[src/rtl/mpi_stream_pkg.sv]
// Shared types and header layout for the MPI stream transmit/receive blocks.
package mpi_stream_pkg;

  typedef enum logic [2:0] {
    ST_IDLE,
    ST_HDR1,
    ST_HDR_OUT,
    ST_PAY,
    ST_DRAIN
  } state_t;

  // Flit 0 field placement
  localparam int DST_LSB  = 0;
  localparam int DST_W    = 16;
  localparam int SRC_LSB  = 16;
  localparam int SRC_W    = 8;
  localparam int TYPE_LSB = 24;
  localparam int TYPE_W   = 8;
  localparam int SIZE_LSB = 32;
  localparam int SIZE_W   = 32;
  // Flit 1 field placement; bits above the tag are reserved
  localparam int TAG_LSB  = 0;
  localparam int TAG_W    = 8;

  typedef struct packed {
    logic [DST_W-1:0]  dst_rank;
    logic [SRC_W-1:0]  src_rank;
    logic [TYPE_W-1:0] packet_type;
    logic [SIZE_W-1:0] size;
    logic [TAG_W-1:0]  tag;
  } mpi_hdr_t;

endpackage

[src/rtl/keep_popcount.sv]
// Counts asserted byte enables of one 64-bit flit.
module keep_popcount (
  input  logic [7:0] keep,
  output logic [3:0] count
);

  // Sum the individual enable bits
  always_comb begin
    logic [3:0] acc;
    acc = '0;
    for (int i = 0; i < 8; i++) begin
      acc = acc + {3'b000, keep[i]};
    end
    count = acc;
  end

endmodule

[src/rtl/mpi_stream_depacketizer.sv]
// Receive-side MPI depacketizer: peels the two header flits into a
// handshaked header record and passes the payload straight through,
// checking its byte count against the header size field.
import mpi_stream_pkg::*;

module mpi_stream_depacketizer #(
  parameter int DATA_W = 64,
  parameter int KEEP_W = DATA_W / 8,
  parameter int CNT_W  = 16
) (
  input  logic              clk,
  input  logic              rst,
  input  logic [DATA_W-1:0] s_data,
  input  logic [KEEP_W-1:0] s_keep,
  input  logic              s_last,
  input  logic              s_valid,
  output logic              s_ready,
  output logic [15:0]       hdr_dst_rank,
  output logic [7:0]        hdr_src_rank,
  output logic [7:0]        hdr_packet_type,
  output logic [31:0]       hdr_size,
  output logic [7:0]        hdr_tag,
  output logic              hdr_valid,
  input  logic              hdr_ready,
  output logic [DATA_W-1:0] m_data,
  output logic [KEEP_W-1:0] m_keep,
  output logic              m_last,
  output logic              m_valid,
  input  logic              m_ready,
  output logic              err_runt,
  output logic              err_len,
  output logic [CNT_W-1:0]  pkt_count,
  output logic [CNT_W-1:0]  err_count
);

  function automatic logic [31:0] sat_add_bytes(input logic [31:0] a, input logic [3:0] b);
    logic [32:0] s;
    s = {1'b0, a} + {29'd0, b};
    return s[32] ? 32'hFFFF_FFFF : s[31:0];
  endfunction

  function automatic logic [CNT_W-1:0] sat_inc(input logic [CNT_W-1:0] c);
    return (&c) ? c : c + {{(CNT_W-1){1'b0}}, 1'b1};
  endfunction

  state_t     state, state_nxt;
  mpi_hdr_t   hdr_reg;
  logic       hdr_only, hdr_only_nxt;
  logic [31:0] byte_cnt, byte_sum;
  logic [3:0] keep_cnt;
  logic       s_ready_c, m_valid_c;
  logic       cap_f0, cap_tag, hdr_accept, pay_fire, pay_end;
  logic       set_runt, set_len;
  logic       in_pay;

  keep_popcount u_keep_popcount (
    .keep  (s_keep),
    .count (keep_cnt)
  );

  assign byte_sum = sat_add_bytes(byte_cnt, keep_cnt);
  assign in_pay   = (state == ST_PAY);

  // Next-state and handshake decode
  always_comb begin
    state_nxt    = state;
    hdr_only_nxt = hdr_only;
    s_ready_c    = 1'b0;
    m_valid_c    = 1'b0;
    cap_f0       = 1'b0;
    cap_tag      = 1'b0;
    hdr_accept   = 1'b0;
    pay_fire     = 1'b0;
    pay_end      = 1'b0;
    set_runt     = 1'b0;
    set_len      = 1'b0;
    case (state)
      ST_IDLE: begin
        s_ready_c = 1'b1;
        if (s_valid) begin
          cap_f0 = 1'b1;
          if (s_last) set_runt  = 1'b1;
          else        state_nxt = ST_HDR1;
        end
      end
      ST_HDR1: begin
        s_ready_c = 1'b1;
        if (s_valid) begin
          cap_tag = 1'b1;
          if (s_last) begin
            if (hdr_reg.size != 32'd0) begin
              set_runt  = 1'b1;
              state_nxt = ST_IDLE;
            end else begin
              hdr_only_nxt = 1'b1;
              state_nxt    = ST_HDR_OUT;
            end
          end else if (hdr_reg.size == 32'd0) begin
            set_len   = 1'b1;
            state_nxt = ST_DRAIN;
          end else begin
            hdr_only_nxt = 1'b0;
            state_nxt    = ST_HDR_OUT;
          end
        end
      end
      ST_HDR_OUT: begin
        if (hdr_ready) begin
          hdr_accept = 1'b1;
          state_nxt  = hdr_only ? ST_IDLE : ST_PAY;
        end
      end
      ST_PAY: begin
        s_ready_c = m_ready;
        m_valid_c = s_valid;
        if (s_valid && m_ready) begin
          pay_fire = 1'b1;
          if (s_last) begin
            pay_end   = 1'b1;
            set_len   = (byte_sum != hdr_reg.size);
            state_nxt = ST_IDLE;
          end
        end
      end
      ST_DRAIN: begin
        s_ready_c = 1'b1;
        if (s_valid && s_last) state_nxt = ST_IDLE;
      end
      default: state_nxt = ST_IDLE;
    endcase
  end

  assign s_ready         = s_ready_c & ~rst;
  assign m_valid         = m_valid_c;
  assign m_data          = in_pay ? s_data : '0;
  assign m_keep          = in_pay ? s_keep : '0;
  assign m_last          = in_pay ? s_last : 1'b0;
  assign hdr_valid       = (state == ST_HDR_OUT);
  assign hdr_dst_rank    = hdr_reg.dst_rank;
  assign hdr_src_rank    = hdr_reg.src_rank;
  assign hdr_packet_type = hdr_reg.packet_type;
  assign hdr_size        = hdr_reg.size;
  assign hdr_tag         = hdr_reg.tag;

  // State register and header-only flag
  always_ff @(posedge clk or posedge rst) begin
    if (rst) begin
      state    <= ST_IDLE;
      hdr_only <= 1'b0;
    end else begin
      state    <= state_nxt;
      hdr_only <= hdr_only_nxt;
    end
  end

  // Header field capture from flit 0 and flit 1
  always_ff @(posedge clk or posedge rst) begin
    if (rst) begin
      hdr_reg <= '0;
    end else begin
      if (cap_f0) begin
        hdr_reg.dst_rank    <= s_data[DST_LSB +: DST_W];
        hdr_reg.src_rank    <= s_data[SRC_LSB +: SRC_W];
        hdr_reg.packet_type <= s_data[TYPE_LSB +: TYPE_W];
        hdr_reg.size        <= s_data[SIZE_LSB +: SIZE_W];
      end
      if (cap_tag) hdr_reg.tag <= s_data[TAG_LSB +: TAG_W];
    end
  end

  // Running payload byte count, cleared at the end of each payload
  always_ff @(posedge clk or posedge rst) begin
    if (rst)           byte_cnt <= '0;
    else if (pay_end)  byte_cnt <= '0;
    else if (pay_fire) byte_cnt <= byte_sum;
  end

  // Error pulses and saturating statistics counters
  always_ff @(posedge clk or posedge rst) begin
    if (rst) begin
      err_runt  <= 1'b0;
      err_len   <= 1'b0;
      pkt_count <= '0;
      err_count <= '0;
    end else begin
      err_runt <= set_runt;
      err_len  <= set_len;
      if (hdr_accept)         pkt_count <= sat_inc(pkt_count);
      if (set_runt | set_len) err_count <= sat_inc(err_count);
    end
  end

endmodule

[config.mk]
export PLATFORM = sky130hd
export DESIGN_NAME = mpi_stream_depacketizer
export DESIGN_NICKNAME = d
export VERILOG_FILES = /design/src/rtl/mpi_stream_pkg.sv /design/src/rtl/keep_popcount.sv /design/src/rtl/mpi_stream_depacketizer.sv
export SDC_FILE = /design/constraint.sdc
export NUM_CORES = 1
export LEC_CHECK = 0
export BUFFER_PORTS_ARGS = -buffer_cell sky130_fd_sc_hd__buf_2
export CAP_MARGIN = 20
export CORE_MARGIN = 2
export CORE_UTILIZATION = 52
export DETAILED_ROUTE_END_ITERATION = 6
export GPL_ROUTABILITY_DRIVEN = 1
export PLACE_DENSITY = 0.8
export SYNTH_ARGS = -nofsm -noshare
export SYNTH_HDL_FRONTEND = slang
export SYNTH_SLANG_ARGS = --single-unit
[constraint.sdc]
create_clock -name clk -period 4.5 [get_ports clk]
set_input_delay 0.225 -clock clk [delete_from_list [all_inputs] [get_ports clk]]
set_output_delay 0.225 -clock clk [all_outputs]
set_load 0.02 [all_outputs]
### After elaboration in Yosys (flattened, before gate mapping)

Cells that the tools add are included.
W data, S select, Z words.

* flip-flop bits (word level): 142
* input port bits: 78
* output and inout bits: 182
* logic and storage cells: 98

* $add $sub $neg: 10
* equal/unequal tests: 14
* multiplexer cells: 44
* bitwise logic cells: 5
* reductions and logical operators: 13

Operators with widths (number)
* $mux W32: 3
* $mux W64: 1
* $add A32 B4 Y33: 1
* $add A16 B1 Y16 const B: 2
* $logic_not A32 Y1: 1
* $ne A32 B32 Y1: 1
* $reduce_and A16 Y1: 2
* $reduce_bool A32 Y1: 1
* $mux W3: 9
* $add A4 B1 Y4: 6
* $mux W1: 24
* $pmux W3 S5: 1
* $ne A2 B2 Y1 const B: 7
* $mux W8: 1
* $reduce_and A7 Y1: 1
* $eq A3 B2 Y1 const B: 2
* $pmux W1 S2: 3
* $mux W2: 2
* $ne A2 B1 Y1 const B: 2
* $reduce_and A2 Y1: 2
* $reduce_and A4 Y1: 1
* $eq A3 B1 Y1 const B: 1
* $eq A3 B3 Y1 const B: 1
* $logic_not A3 Y1: 1
* 7 further kinds: 10

### Longest topological paths before layout

* word-level depth: 15
* depth in mapped cells: 22
* mapped depth without buffers: 20

### By module

Synthesis repeated with hierarchy kept, for this count alone.

* cell total of the unflattened synthesis: 903
* area, all modules: 8632.0 um2

Modules (own cells, without submodules)
* mpi_stream_depacketizer: instances 1, cells an instance 881, area an instance 8439.3 um2, sequential area each 3553.4 um2
* keep_popcount: instances 1, cells an instance 22, area an instance 192.7 um2, sequential area each 0.0 um2

### Worst setup path before layout

No wires, ideal clock.

* path type: input to register
* from: in s_keep[0]
* to: reg err_count[3]
* library setup time: 130 ps
* arrival: 5268 ps
* required time: 4370 ps
* path slack: -898 ps
* stages: 20
* buffers on the path: 2
* cell sequence: ha_1 inv_1 fa_1 fa_1 fa_1 fa_1 fa_1 nand2b_1 a21o_1 buf_2 or4_1 a22oi_1 a22oi_1 o2111a_1 o2111ai_1 nor4_2 nor3_2 buf_6 nand4_1 xnor2_1

* cells in the longest elaborated chain, start to end: 15

RTL lines
* from (decl): RTL line mpi_stream_depacketizer.sv:14 `input logic [KEEP_W-1:0] s_keep,`
* $add A1 B1 Y2: RTL line keep_popcount.sv:12 `acc = acc + {3'b000, keep[i]};`
* $add A4 B1 Y4 (6 in series): RTL line keep_popcount.sv:12
* $add A32 B4 Y33: RTL line mpi_stream_depacketizer.sv:38 `s = {1'b0, a} + {29'd0, b};`
* $mux W32: RTL line mpi_stream_depacketizer.sv:39 `return s[32] ? 32'hFFFF_FFFF : s[31:0];`
* $ne A32 B32 Y1: RTL line mpi_stream_depacketizer.sv:120 `set_len = (byte_sum != hdr_reg.size);`
* $mux W1: RTL line mpi_stream_depacketizer.sv:118 `if (s_last) begin`
* $mux W1: RTL line mpi_stream_depacketizer.sv:116 `if (s_valid && m_ready) begin`
* $pmux W1 S2: RTL line mpi_stream_depacketizer.sv:77 `case (state)`
* $or A1 B1 Y1: RTL line mpi_stream_depacketizer.sv:189 `if (set_runt | set_len) err_count <= sat_inc(err_count);`
* $reduce_and A2 Y1 (no source line)
* to (signal assigned): RTL line mpi_stream_depacketizer.sv:189
* to (decl): RTL line mpi_stream_depacketizer.sv:33 `output logic [CNT_W-1:0] err_count`

Every way passes these cells.
A chain may end at the register's enable or synchronous reset.

### Worst setup path in the final report

* from: in s_keep[1]
* to: reg err_count[0]

The elaborated chain is that of the path after synthesis.

==> results.tsv <==
metric	value	unit
slowest_stage	fa_1	
seqCellArea	3553	um^2
cap_viol_max_count	0	
dp_slack	-1.447	ns
syn_area	8531	um^2
htree_levels	4	
ys_types	70	
clock_sinks	142	
outcome	complete, but fails checks	
rsz0062_at_grt	yes	
fin_crit	5.113	ns
cpPeakStageDelay	0.52	ns
violations	design-rule violations, negative setup slack	
area_delta_synth_final	36.17	%
multi_input_area	5061	um^2
max_freq	0.1956	GHz
synth.net_count	976	
grt_pass1_wl	46510	um
ios	260	
initial_core_util	0.5351	
ant_nets	0	
crit_type	input port to flop	
fin_crit_sh	1.136	
max-vdd-ir-drop	0.4602	mV
synth_area_leader_cell	dfrtp_1	
clk_latency	0.44	ns
coreArea	15940	um^2
power_density	611.0	nW/um^2
finalWirelength	29210	um
netlist_instances	882	
worstMarginPinSlew	0.9627	ns
tritoncts	built	
fin_setup_tns	-8.846	ns
yosysSeqAreaShare	0.4165	
cp_data_arrival_time	5.43	ns
postSynth.asyncResetShare	1.000	
drv_slew	0	
wire_per_inst	20.51	um
hpwl	20330	um
firstDrtPassIters	7	
slew-limit-headroom	0.3582	
r2r_slack	0.44	ns
die_h	132.1	um
holdCritPathClass	input port to async pin	
synth_top_area_share	0.4165	
crit_chain	buf_8 -> ha_4 -> inv_2 -> fa_1 -> fa_1 -> fa_2 -> fa_2 -> fa_2 -> nand2b_4 -> buf_4 -> a21oi_2 -> nand2_2 -> buf_4 -> nor2_1 -> a22oi_2 -> a2111oi_4 -> o2111ai_4 -> nor4_4 -> buf_4 -> nor3_4 -> buf_6 -> buf_6 -> xor2_2	
rows	46	
gp_congestion	1.009	
portBuffers	259	
power	0.007097	W
grt.total_usage	0.3385	
fin_nets	1288	
vias_per_cell	5.975	
nFillCells	1143	
drt_iter0_drc	693	
netlist_top_cells_area	dfrtp_1, mux2_2, xnor2_1	
cts_inserted_buffers	17	
gr-total-overflow	0	
root_buffer	clkbuf_16	
dieArea	17450	um^2
fin_ws	-0.6128	ns
clk_pin_slew	0.07	ns
cts_buffer_depth	2	
antenna_found_initial	1	
dieWidth	132.1	um
synth-seq-cells	142	
crit_fanout	5	
crit_required	4.82	ns
finalSetupViolCount	17	
num_vias	8509	
ys_warn_count	0	
cp-start-kind	input port	
finalClockSkew	0.006920	ns
critPathCaptureType	flop	
synth_edf_count	0	
synth_ff_type	dfrtp_1	
finalHoldViolCount	0	
drive_gt1_frac	0.4300	
drc	4	
p_leak	5.520	nW
postSynthAreaPerCell	9.672	um^2
grt_pass1_vias	8759	
grt_max_degree	109	
state kept, by name (all words and copies together) (netlist names), 3 cells and up:
signal and count:
byte_cnt 32, hdr_size 32, err_count 16, hdr_dst_rank 16
pkt_count 16, hdr_packet_type 8, hdr_src_rank 8, hdr_tag 8
state 3
worst max-delay path: cells and delay by family:
family	cells	cell delay (ns)
buffers and inverters	7	0.92
adder cells (fa/ha/maj)	6	2.38
XOR/XNOR	1	0.13
AO/OA/AOI/OAI	4	0.94
AND/OR/NAND/NOR	5	0.79
cells in the mapped netlist, types with 9 or more instances:
cell type    n
dfrtp_1    142
mux2_2      74
and2_1      70
nand2_1     53
nor2_1      53
xnor2_1     53
a21oi_1     42
clkbuf_1    39
nand4_1     32
inv_1       31
nand3_1     31
o21ai_0     26
nor4_1      20
nor3_1      19
and3_1      16
a31oi_1     14
xor2_1      14
ha_1        11
buf_2       10
o21a_1       9
o22a_1       9
power breakdown:
part	switching, W	leakage (nW)	internal, W	total, W
Combinational	0.00194	3.43	0.00139	0.00333
Clock	0.000608	0.292	0.000843	0.00145
Sequential	0.000599	1.80	0.00171	0.00231
Total	0.00315	5.52	0.00395	0.00710
cells in the final DEF, fill, tap and decap left out, types with 4 or more instances in the layout:
master	n
xnor2_2	6
clkbuf_16	17
nand4b_1	4
inv_6	4
nor4_1	16
nand2b_1	6
nor3_1	16
buf_4	83
and3_1	16
nor3_4	5
o21a_1	8
a211oi_1	7
buf_6	6
a21oi_1	40
and2_1	70
nand2_1	50
mux2i_1	4
nor4_4	6
a31oi_1	14
xnor2_1	47
o22a_1	9
xor2_1	13
ha_1	8
a21o_1	4
nand4_1	32
inv_1	28
and4_1	8
nand3_1	27
dfrtp_1	142
o21ai_0	25
nor2_1	51
buf_2	257
mux2_2	74
logic make-up (layout without fill, tap and decap cells):
| family | count (synthesis) | after routing | share of synthesized area |
|---|---|---|---|
| XOR/XNOR | 68 | 68 | 0.07143 |
| AND/OR/NAND/NOR | 338 | 339 | 0.2203 |
| flip-flops | 142 | 142 | 0.4165 |
| adder cells (fa/ha/maj) | 16 | 16 | 0.02787 |
| AO/OA/AOI/OAI | 153 | 153 | 0.1203 |
| other | 0 | 1 | 0 |
| buffers and inverters | 87 | 411 | 0.04121 |
| multiplexers | 78 | 78 | 0.1024 |
stage by stage:
stage	instance area, um^2	cells	hold WS, ns	util
finish	11620	1424	0.02673	0.7286
floorplan	8672	882	0.3418	-
CTS	11530	1424	0.02858	0.7234
global route	11620	1424	0.01927	0.7286
detailed placement	10600	1378	0.4733	0.6650
global placement	10600	1378	0.4650	0.6650
final cells by class:
type,count,share of cell area
Tap cell,216,0.02327
Clock buffer,19,0.03813
Inverter,31,0.01045
Multi-Input combinational cell,654,0.4357
Clock inverter,13,0.01314
Antenna cell,1,0.0002154
Sequential cell,142,0.3059
Timing Repair Buffer,348,0.1732
worst paths after layout:
path | startpoint | end | depth (start not counted)
max | s_keep[1] | err_count[0]$_DFFE_PP0P_ | 23
min | rst | pkt_count[14]$_DFFE_PP0P_ | 2
max reg2reg | byte_cnt[10]$_DFFE_PP0P_ | err_count[0]$_DFFE_PP0P_ | 14
min reg2reg | hdr_only$_DFFE_PP0P_ | hdr_only$_DFFE_PP0P_ | 2
max in group asynchronous | rst | pkt_count[15]$_DFFE_PP0P_ | 3
min in group clk | s_data[31] | hdr_packet_type[7]$_DFFE_PP0P_ | 2
routing by layer:
layer | part of all wire | vias to the layer above | routed length [um] | GRT usage
li1 | - | 3804 | - | -
met2 | 0.49 | 489 | 14370 | 0.5694
met5 | 0 | - | 0 | 0
met4 | 0.044 | 0 | 1277 | 0.1570
met3 | 0.086 | 110 | 2522 | 0.08228
met1 | 0.38 | 4106 | 11040 | 0.4110
what timing repair did:
action,in CTS,in global routing
setup buffers,13,4
pin swaps,23,16
gates resized for setup,35,17
setup endpoints to repair,17,17
hold buffers,0,0
gates cloned,1,0
Note: power is estimated with default switching activity, not from simulation.
